$ cat config.mk
export PLATFORM = sky130hd
export DESIGN_NAME = char_buffer_ram
export DESIGN_NICKNAME = d
export VERILOG_FILES = /design/src/rtl/char_buffer_ram.sv
export SDC_FILE = /design/constraint.sdc
export NUM_CORES = 1
export LEC_CHECK = 0
export ABC_CLOCK_PERIOD_IN_PS = 9050
export CORE_MARGIN = 8
export CORE_UTILIZATION = 30
export DETAILED_ROUTE_END_ITERATION = 12
export PLACE_DENSITY = 0.42
export RECOVER_POWER = 50
export REMOVE_ABC_BUFFERS = 1
export SYNTH_ARGS = -nofsm -noshare
export SYNTH_HDL_FRONTEND = slang
export SYNTH_SLANG_ARGS = --single-unit
$ cat constraint.sdc
create_clock -name clk -period 9.05 [get_ports clk]
set_input_delay 0.905 -clock clk [delete_from_list [all_inputs] [get_ports clk]]
set_output_delay 0.905 -clock clk [all_outputs]
set_load 0.005 [all_outputs]
$ cat src/rtl/char_buffer_ram.sv
// ============================================================================
//  Module   : char_buffer_ram
//  Purpose  : ROWS x COLS character buffer with self-clear, one write port,
//             a registered read port and two fixed registered taps.
//  Revision : 1.0  initial release
// ============================================================================
`default_nettype none

module char_buffer_ram #(
  parameter int                DATA_W      = 8,
  parameter int                ROWS        = 32,
  parameter int                COLS        = 4,
  parameter logic [DATA_W-1:0] FILL        = '0,
  parameter bit                FILTER_CTRL = 1'b1,
  parameter int                TAP0_ADDR   = 0,
  parameter int                TAP1_ADDR   = 1,
  localparam int               N           = ROWS * COLS,
  localparam int               RW          = (ROWS > 1) ? $clog2(ROWS) : 1,
  localparam int               CW          = (COLS > 1) ? $clog2(COLS) : 1
) (
  input  logic              clk,
  input  logic              reset,
  input  logic              clr,
  input  logic              we,
  input  logic [RW-1:0]     w_row,
  input  logic [CW-1:0]     w_col,
  input  logic [DATA_W-1:0] din,
  input  logic [RW-1:0]     r_row,
  input  logic [CW-1:0]     r_col,
  output logic [DATA_W-1:0] dout,
  output logic [DATA_W-1:0] tdout0,
  output logic [DATA_W-1:0] tdout1,
  output logic              busy,
  output logic              done
);

  localparam int AW = $clog2(N) + 1;
  localparam int IW = (N > 1) ? $clog2(N) : 1;

  localparam logic [0:0] S_IDLE  = 1'b0;
  localparam logic [0:0] S_CLEAR = 1'b1;

  localparam logic [IW-1:0] TAP0_I = IW'(TAP0_ADDR);
  localparam logic [IW-1:0] TAP1_I = IW'(TAP1_ADDR);
  localparam logic [IW-1:0] LAST_I = IW'(N - 1);

  logic [DATA_W-1:0] mem_q [N];

  logic [0:0]        state_q,  state_d;
  logic [IW-1:0]     cursor_q, cursor_d;
  logic              done_q,   done_d;
  logic [DATA_W-1:0] dout_q,   dout_d;
  logic [DATA_W-1:0] tdout0_q, tdout0_d;
  logic [DATA_W-1:0] tdout1_q, tdout1_d;

  logic              mem_we;
  logic [IW-1:0]     mem_waddr;
  logic [DATA_W-1:0] mem_wdata;

  logic [AW-1:0]     w_flat;
  logic [AW-1:0]     r_flat;
  logic              w_in_range;
  logic              r_in_range;
  logic              w_is_ctrl;

  // Flat indices are one bit wider than needed so row*COLS+col never wraps.
  assign w_flat = AW'(w_row) * AW'(COLS) + AW'(w_col);
  assign r_flat = AW'(r_row) * AW'(COLS) + AW'(r_col);

  assign w_in_range = (AW'(w_row) < AW'(ROWS)) && (AW'(w_col) < AW'(COLS)) &&
                      (w_flat < AW'(N));
  assign r_in_range = (AW'(r_row) < AW'(ROWS)) && (AW'(r_col) < AW'(COLS)) &&
                      (r_flat < AW'(N));

  generate
    if (FILTER_CTRL) begin : g_filter
      assign w_is_ctrl = (din[7:0] == 8'h0D) || (din[7:0] == 8'h0A);
    end else begin : g_no_filter
      assign w_is_ctrl = 1'b0;
    end
  endgenerate

  always_comb begin
    state_d   = state_q;
    cursor_d  = cursor_q;
    done_d    = 1'b0;
    mem_we    = 1'b0;
    mem_waddr = cursor_q;
    mem_wdata = FILL;
    dout_d    = r_in_range ? mem_q[r_flat[IW-1:0]] : FILL;
    tdout0_d  = mem_q[TAP0_I];
    tdout1_d  = mem_q[TAP1_I];

    if (reset) begin
      state_d  = S_CLEAR;
      cursor_d = '0;
      dout_d   = '0;
      tdout0_d = '0;
      tdout1_d = '0;
    end else begin
      case (state_q)
        S_IDLE: begin
          if (clr) begin
            state_d  = S_CLEAR;
            cursor_d = '0;
          end else if (we && w_in_range && !w_is_ctrl) begin
            mem_we    = 1'b1;
            mem_waddr = w_flat[IW-1:0];
            mem_wdata = din;
          end
        end
        S_CLEAR: begin
          mem_we = 1'b1;
          if (cursor_q == LAST_I) begin
            state_d  = S_IDLE;
            cursor_d = '0;
            done_d   = 1'b1;
          end else begin
            cursor_d = cursor_q + IW'(1);
          end
        end
        default: begin
          state_d  = S_CLEAR;
          cursor_d = '0;
        end
      endcase
    end
  end

  // Array has no reset of its own; the clear sequence initialises it.
  always_ff @(posedge clk) begin
    state_q  <= state_d;
    cursor_q <= cursor_d;
    done_q   <= done_d;
    dout_q   <= dout_d;
    tdout0_q <= tdout0_d;
    tdout1_q <= tdout1_d;
    if (mem_we) begin
      mem_q[mem_waddr] <= mem_wdata;
    end
  end

  assign dout   = dout_q;
  assign tdout0 = tdout0_q;
  assign tdout1 = tdout1_q;
  assign busy   = (state_q == S_CLEAR);
  assign done   = done_q;

endmodule

`default_nettype wire

**Word-level counts from Yosys, hierarchy flattened**

Memories as Yosys holds them, arrays and structs flattened. A register that Yosys moved wholly into a read port is not among the register bits.
Index checks and enable logic that the tools add are counted.

- Register bits: 9
- Memory bits (writable): 1024
- Bits of input ports: 26
- Output and inout bits: 26
- Logic and storage cells: 42
- Memories kept: 1

- Add/sub/neg operators: 3
- Magnitude comparators: 2
- Eq/ne operators: 4
- Multiplexer cells: 21
- Bitwise logic cells: 2
- Reductions and logical operators: 6

Memories:

| name | words | width | rd ports | clocked after memory_dff | write ports | line | text |
|---|---|---|---|---|---|---|---|
| mem_q | 128 | 8 | 3 | 3 | 1 | 47 | `logic [DATA_W-1:0] mem_q [N];` |

Operators by type and width:

| operator | number |
|---|---|
| $mux W7 | 6 |
| $mux W8 | 4 |
| $add A7 B2 Y8 | 2 |
| $eq A8 B4 Y1 const B | 2 |
| $lt A8 B8 Y1 const B | 2 |
| $pmux W7 S2 | 1 |
| $mux W1 | 8 |
| $add A7 B1 Y7 const B | 1 |
| $eq A7 B7 Y1 const B | 1 |
| $pmux W1 S2 | 2 |
| $reduce_or A2 Y1 | 2 |
| $logic_and A1 B1 Y1 | 2 |
| $ne A2 B2 Y1 const B | 1 |
| $not A1 Y1 | 2 |
| $logic_not A1 Y1 | 1 |
| $logic_or A1 B1 Y1 | 1 |

**Depth between registers and ports, before layout**

- Word-level depth: 10
- Depth in mapped cells: 11
- Mapped depth without buffers: 7

**Least setup slack after synthesis**

No wires, ideal clock.

- Path kind: input to register
- From: input port din[0]
- To: memory mem_q[0][0], data pin
- Setup time: 535 ps
- Arrival: 3542 ps
- Data required time: 8515 ps
- Path slack: 4974 ps
- Stages: 6
- Buffers on the path: 2
- Path through: and3b_1 > o211ai_2 > and4b_1 > buf_4 > clkbuf_1 > and2_1

- Cells in the longest elaborated chain, start to end: 8
- Elaborated cells on any way between the ends: 9
- Classes of those cells: eq/ne: 2; mux: 4; reduce/logical: 3

RTL lines:

| item | line | text |
|---|---|---|
| start, declared | 27 | `input logic [DATA_W-1:0] din,` |
| $eq A8 B4 Y1 | 77 | `assign w_is_ctrl = (din[7:0] == 8'h0D) \|\| (din[7:0] == 8'h0A);` |
| $logic_or A1 B1 Y1 | 77 |  |
| $logic_not A1 Y1 | 106 | `end else if (we && w_in_range && !w_is_ctrl) begin` |
| $logic_and A1 B1 Y1 | 106 |  |
| $mux W8 (*) | 106 |  |
| $mux W8 (*) | 103 | `if (clr) begin` |
| $mux W8 (*) | 101 | `case (state_q)` |
| $mux W8 (*) | 94 | `if (reset) begin` |
| via mem_wdata[0] | 58 | `logic [DATA_W-1:0] mem_wdata;` |
| end, declared | 47 |  |

The timed path passes the listed nets; every way through them passes the cells marked *.

**Worst setup path in the final report**

- From: input port r_col[1]
- To: register dout_q[0] (netlist: dout[0]), read port of mem_q

- Cells in the longest elaborated chain, start to end: 4

RTL lines:

| item | line | text |
|---|---|---|
| start, declared | 29 | `input logic [CW-1:0] r_col,` |
| $add A7 B2 Y8 (*) | 68 | `assign r_flat = AW'(r_row) * AW'(COLS) + AW'(r_col);` |
| $lt A8 B8 Y1 | 73 | `(r_flat < AW'(N));` |
| $not A1 Y1 (no line) | - |  |
| $reduce_or A2 Y1 (no line) | - |  |
| end, declared | 52 | `logic [DATA_W-1:0] dout_q, dout_d;` |

Every way passes the cells marked *; elsewhere a longest branch is shown, timed or not.
A chain may end at the register's enable or synchronous reset.

==> qor.txt <==
status = finished with violations
failing checks = max-capacitance violations, max-slew violations
final wirelength = 125000 µm
R2R Path Start = busy
clk_lat worst skew = 720 ps
final hold vios = 0
initial antenna violation count = 1
reg2reg end = mem_q[114][6]
Netlist cell types = 57
period utilization = 77.1%
FILL cells = 12856
worst hold-check path type = reg2reg
number of port buffers = 51
DPL Wire Length = 78300 µm
type of origin of the critical path = input port
fmax = 0.143 GHz
clk slew on worst S/H paths = 60 ps
flops & latches, synth = 1057
peak supply drop = 0.161 mV
max_cap viols = 15
post-route ant nets = 0
mean routed wirelength per cell = 30.1 µm
# Post-CTS Setup Buffers = 0
remaining global-route overflow = 0
largest net degree at the start of global routing = 90
Die Ht = 388 µm
Die Span X = 388 µm
GP Congestion = 0.828
minimum clock period = 6980 ps
setup TNS = 0 ps
Min Hold Slack = 508 ps
worst-margin pin slew = 3850 ps
Synth area leader = edfxtp_1
CTS tree = built
Pins Over Slew Limit = 605
Cells after Synth = 2179
Rows = 136
Vias/cell = 5.18
R2R depth = 4
Setup crit end kind = register
die area = 0.151 mm²
detailed-router iteration count before antenna repair = 5
Mapped Area = 0.0416 mm²
sequential fraction of the synthesis area = 75.5%
final setup fails = 0
Synth top area share = 73.9%
Resized cells post-CTS = 0
number of flops mapped to enable cells by yosys = 1024
vias in the first global route = 21876
cts bufs inserted = 114
Worst EP arrival = 7510 ps
RSZ-0062 raised after global routing = false
Top FF cell, synth = edfxtp_1
placed cell count = 3939
Final Skew = 33.6 ps
H-tree depth = 3
DRC Markers = 0
slew margin rel. = -157%
Pwr per Cell Area = 220 mW/mm²
first-pass GRT wire length = 175000 µm
Ys Warns = 0
Crit Path Max Fanout = 32
worst setup path end = dout[0]
CTS Hold Bufs = 0
Leak Pwr = 14.0 nW
initial core utilization = 30.2%
IO Pins = 52
CTS sink cnt = 1057
1st-iter DRT viols = 2276
layout cells sized above 1 = 18.6%
Req. time, crit path = 9580 ps
Async SR Flop Fraction = 0%
Worst setup startpoint = r_col[1]
CP Class = in2reg
routed vias = 21550
post-placement worst setup slack = 3310 ps
Longest Clk Path Bufs = 3
GRT Util Overall = 16.2%
Layout Nets = 2291
synth top area cells = edfxtp_1 74%, mux4_2 9.3%, mux2i_1 4.5%
mean post-synth cell area = 19.1 µm²
Layout area overhead = 15.8%
R2R Setup Slk = 3040 ps
Final WS setup = 2070 ps
core area = 0.137 mm²
CTS root buffer = clkbuf_16
non-filler instance count after layout = 4157
-- registers in the layout, indices dropped and copies added (netlist names) --
signal / cells
cursor_q: 7
mem_q: 1024
tdout0: 8
done: 1
dout: 8
busy: 1
tdout1: 8
-- cell families (layout without fill, tap and decap cells) --
group | after synthesis | after routing | synth area share (%)
simple gates | 364 | 364 | 4.56
fa+ha+maj | 1 | 1 | 0.0301
buf+inv | 153 | 336 | 1.75
mux | 365 | 365 | 14.0
compound gates | 239 | 239 | 4.15
flops | 1057 | 1057 | 75.5
other cells | 0 | 1 | 0
-- cell usage in the layout (no fill, tap or decap), types with 7 or more instances in the layout --
cell | synthesis | layout
edfxtp_1 | 1024 | 1024
mux2i_1 | 188 | 187
mux4_2 | 172 | 172
clkbuf_16 | 0 | 115
nor3_1 | 110 | 108
a22oi_1 | 68 | 68
nand2_1 | 67 | 67
nor2_1 | 56 | 53
buf_4 | 25 | 44
clkbuf_1 | 81 | 36
a21oi_1 | 35 | 35
dfxtp_1 | 33 | 33
nor2b_1 | 33 | 30
nand3_1 | 27 | 27
dlygate4sd3_1 | 0 | 26
clkinv_1 | 0 | 24
bufinv_16 | 0 | 22
clkinv_2 | 0 | 19
clkdlybuf4s50_1 | 0 | 19
o22ai_1 | 17 | 17
o21ai_0 | 16 | 16
nor3_2 | 13 | 15
a22o_1 | 13 | 13
a211oi_1 | 13 | 13
a221oi_1 | 11 | 11
a31oi_1 | 16 | 10
nor3b_1 | 9 | 9
inv_1 | 8 | 8
o221ai_1 | 8 | 8
a211o_1 | 8 | 8
nand3b_1 | 7 | 7
a41oi_1 | 7 | 7
-- worst max-delay path, stage by stage --
cell and delay [ps]:
clkbuf_1 1540, clkbuf_1 1830, inv_1 1100, nor2_1 290, buf_4 300, a22o_1 280
a211o_1 230, nand3_1 290, a41oi_1 640
-- where the power goes --
| group | switching [mW] | internal (mW) | total (mW) |
|---|---|---|---|
| clock | 1.95 | 2.98 | 4.92 |
| combinational | 0.238 | 0.136 | 0.374 |
| sequential | 0.00808 | 5.30 | 5.31 |
| total | 2.19 | 8.41 | 10.6 |
-- through the flow --
step / utilization [%] / area [µm²] / total power [mW]
2_1_floorplan: - / 40900 / 5.56
3_3_place_gp: 32.2 / 44300 / 5.79
3_5_place_dp: 32.2 / 44300 / 5.79
4_1_cts: 35.1 / 48200 / 10.7
5_1_grt: 35.0 / 48200 / 10.9
6_report: 35.0 / 48200 / 10.6
-- cells in the mapped netlist, types with 2 or more instances --
cell type  instances
edfxtp_1        1024
or2_2              3
o22ai_1           17
mux2i_1          188
nand4_1            2
nor2b_1           33
and3_1             6
a22oi_1           68
nor2_1            56
nand3b_1           7
a211oi_1          13
nand2_1           67
a221oi_1          11
buf_4             25
nand3_1           27
clkbuf_1          81
and2_1            10
nor3b_1            9
a211o_1            8
or4_1              4
and4_1             2
buf_2             28
nor4_1             3
nor3_2            13
inv_1              8
o21ai_0           16
a21oi_1           35
and3b_1            2
a221o_1            5
a32oi_1            6
dfxtp_1           33
o2111ai_1          5
mux2_2             4
o221ai_1           8
nor3_1           110
buf_1              7
a2111oi_0          4
or3_1              2
a22o_1            13
buf_6              3
mux4_2           172
a31oi_1           16
nand2b_1           5
a41oi_1            7
-- routing by layer --
layer | part of all wire (%) | wire, µm | vias up | track usage, %
li1 | - | - | 9147 | -
met1 | 46 | 57800 | 11531 | 23.4
met2 | 46 | 57300 | 717 | 25.2
met3 | 5.6 | 7060 | 155 | 3.20
met4 | 2.4 | 3010 | 0 | 3.97
met5 | 0 | 0 | - | 0
-- final cells by class --
type / count / area [µm²] / area share (%)
sequential: 1057 / 31400 / 65.2
multi-input combinational: 969 / 9590 / 19.9
clock buffer: 136 / 2990 / 6.20
tap: 1794 / 2240 / 4.66
clock inverter: 78 / 980 / 2.03
timing repair buffer: 114 / 928 / 1.93
inverter: 8 / 30.0 / 0.0623
antenna: 1 / 2.50 / 0.00520
-- worst min-delay path by stage --
| stage | cells past startpoint | startpoint | slack [ps] | to |
|---|---|---|---|---|
| floorplan | 1 | mem_q[1][0] | 450 | tdout1[0] |
| global placement | 1 | mem_q[0][4] | 480 | tdout0[4] |
| detailed placement | 1 | mem_q[1][5] | 490 | tdout1[5] |
| CTS | 1 | mem_q[0][5] | 510 | tdout0[5] |
| global route | 1 | mem_q[1][5] | 540 | tdout1[5] |
| finish | 1 | mem_q[0][5] | 510 | tdout0[5] |
Note: power is estimated with default switching activity, not from simulation.
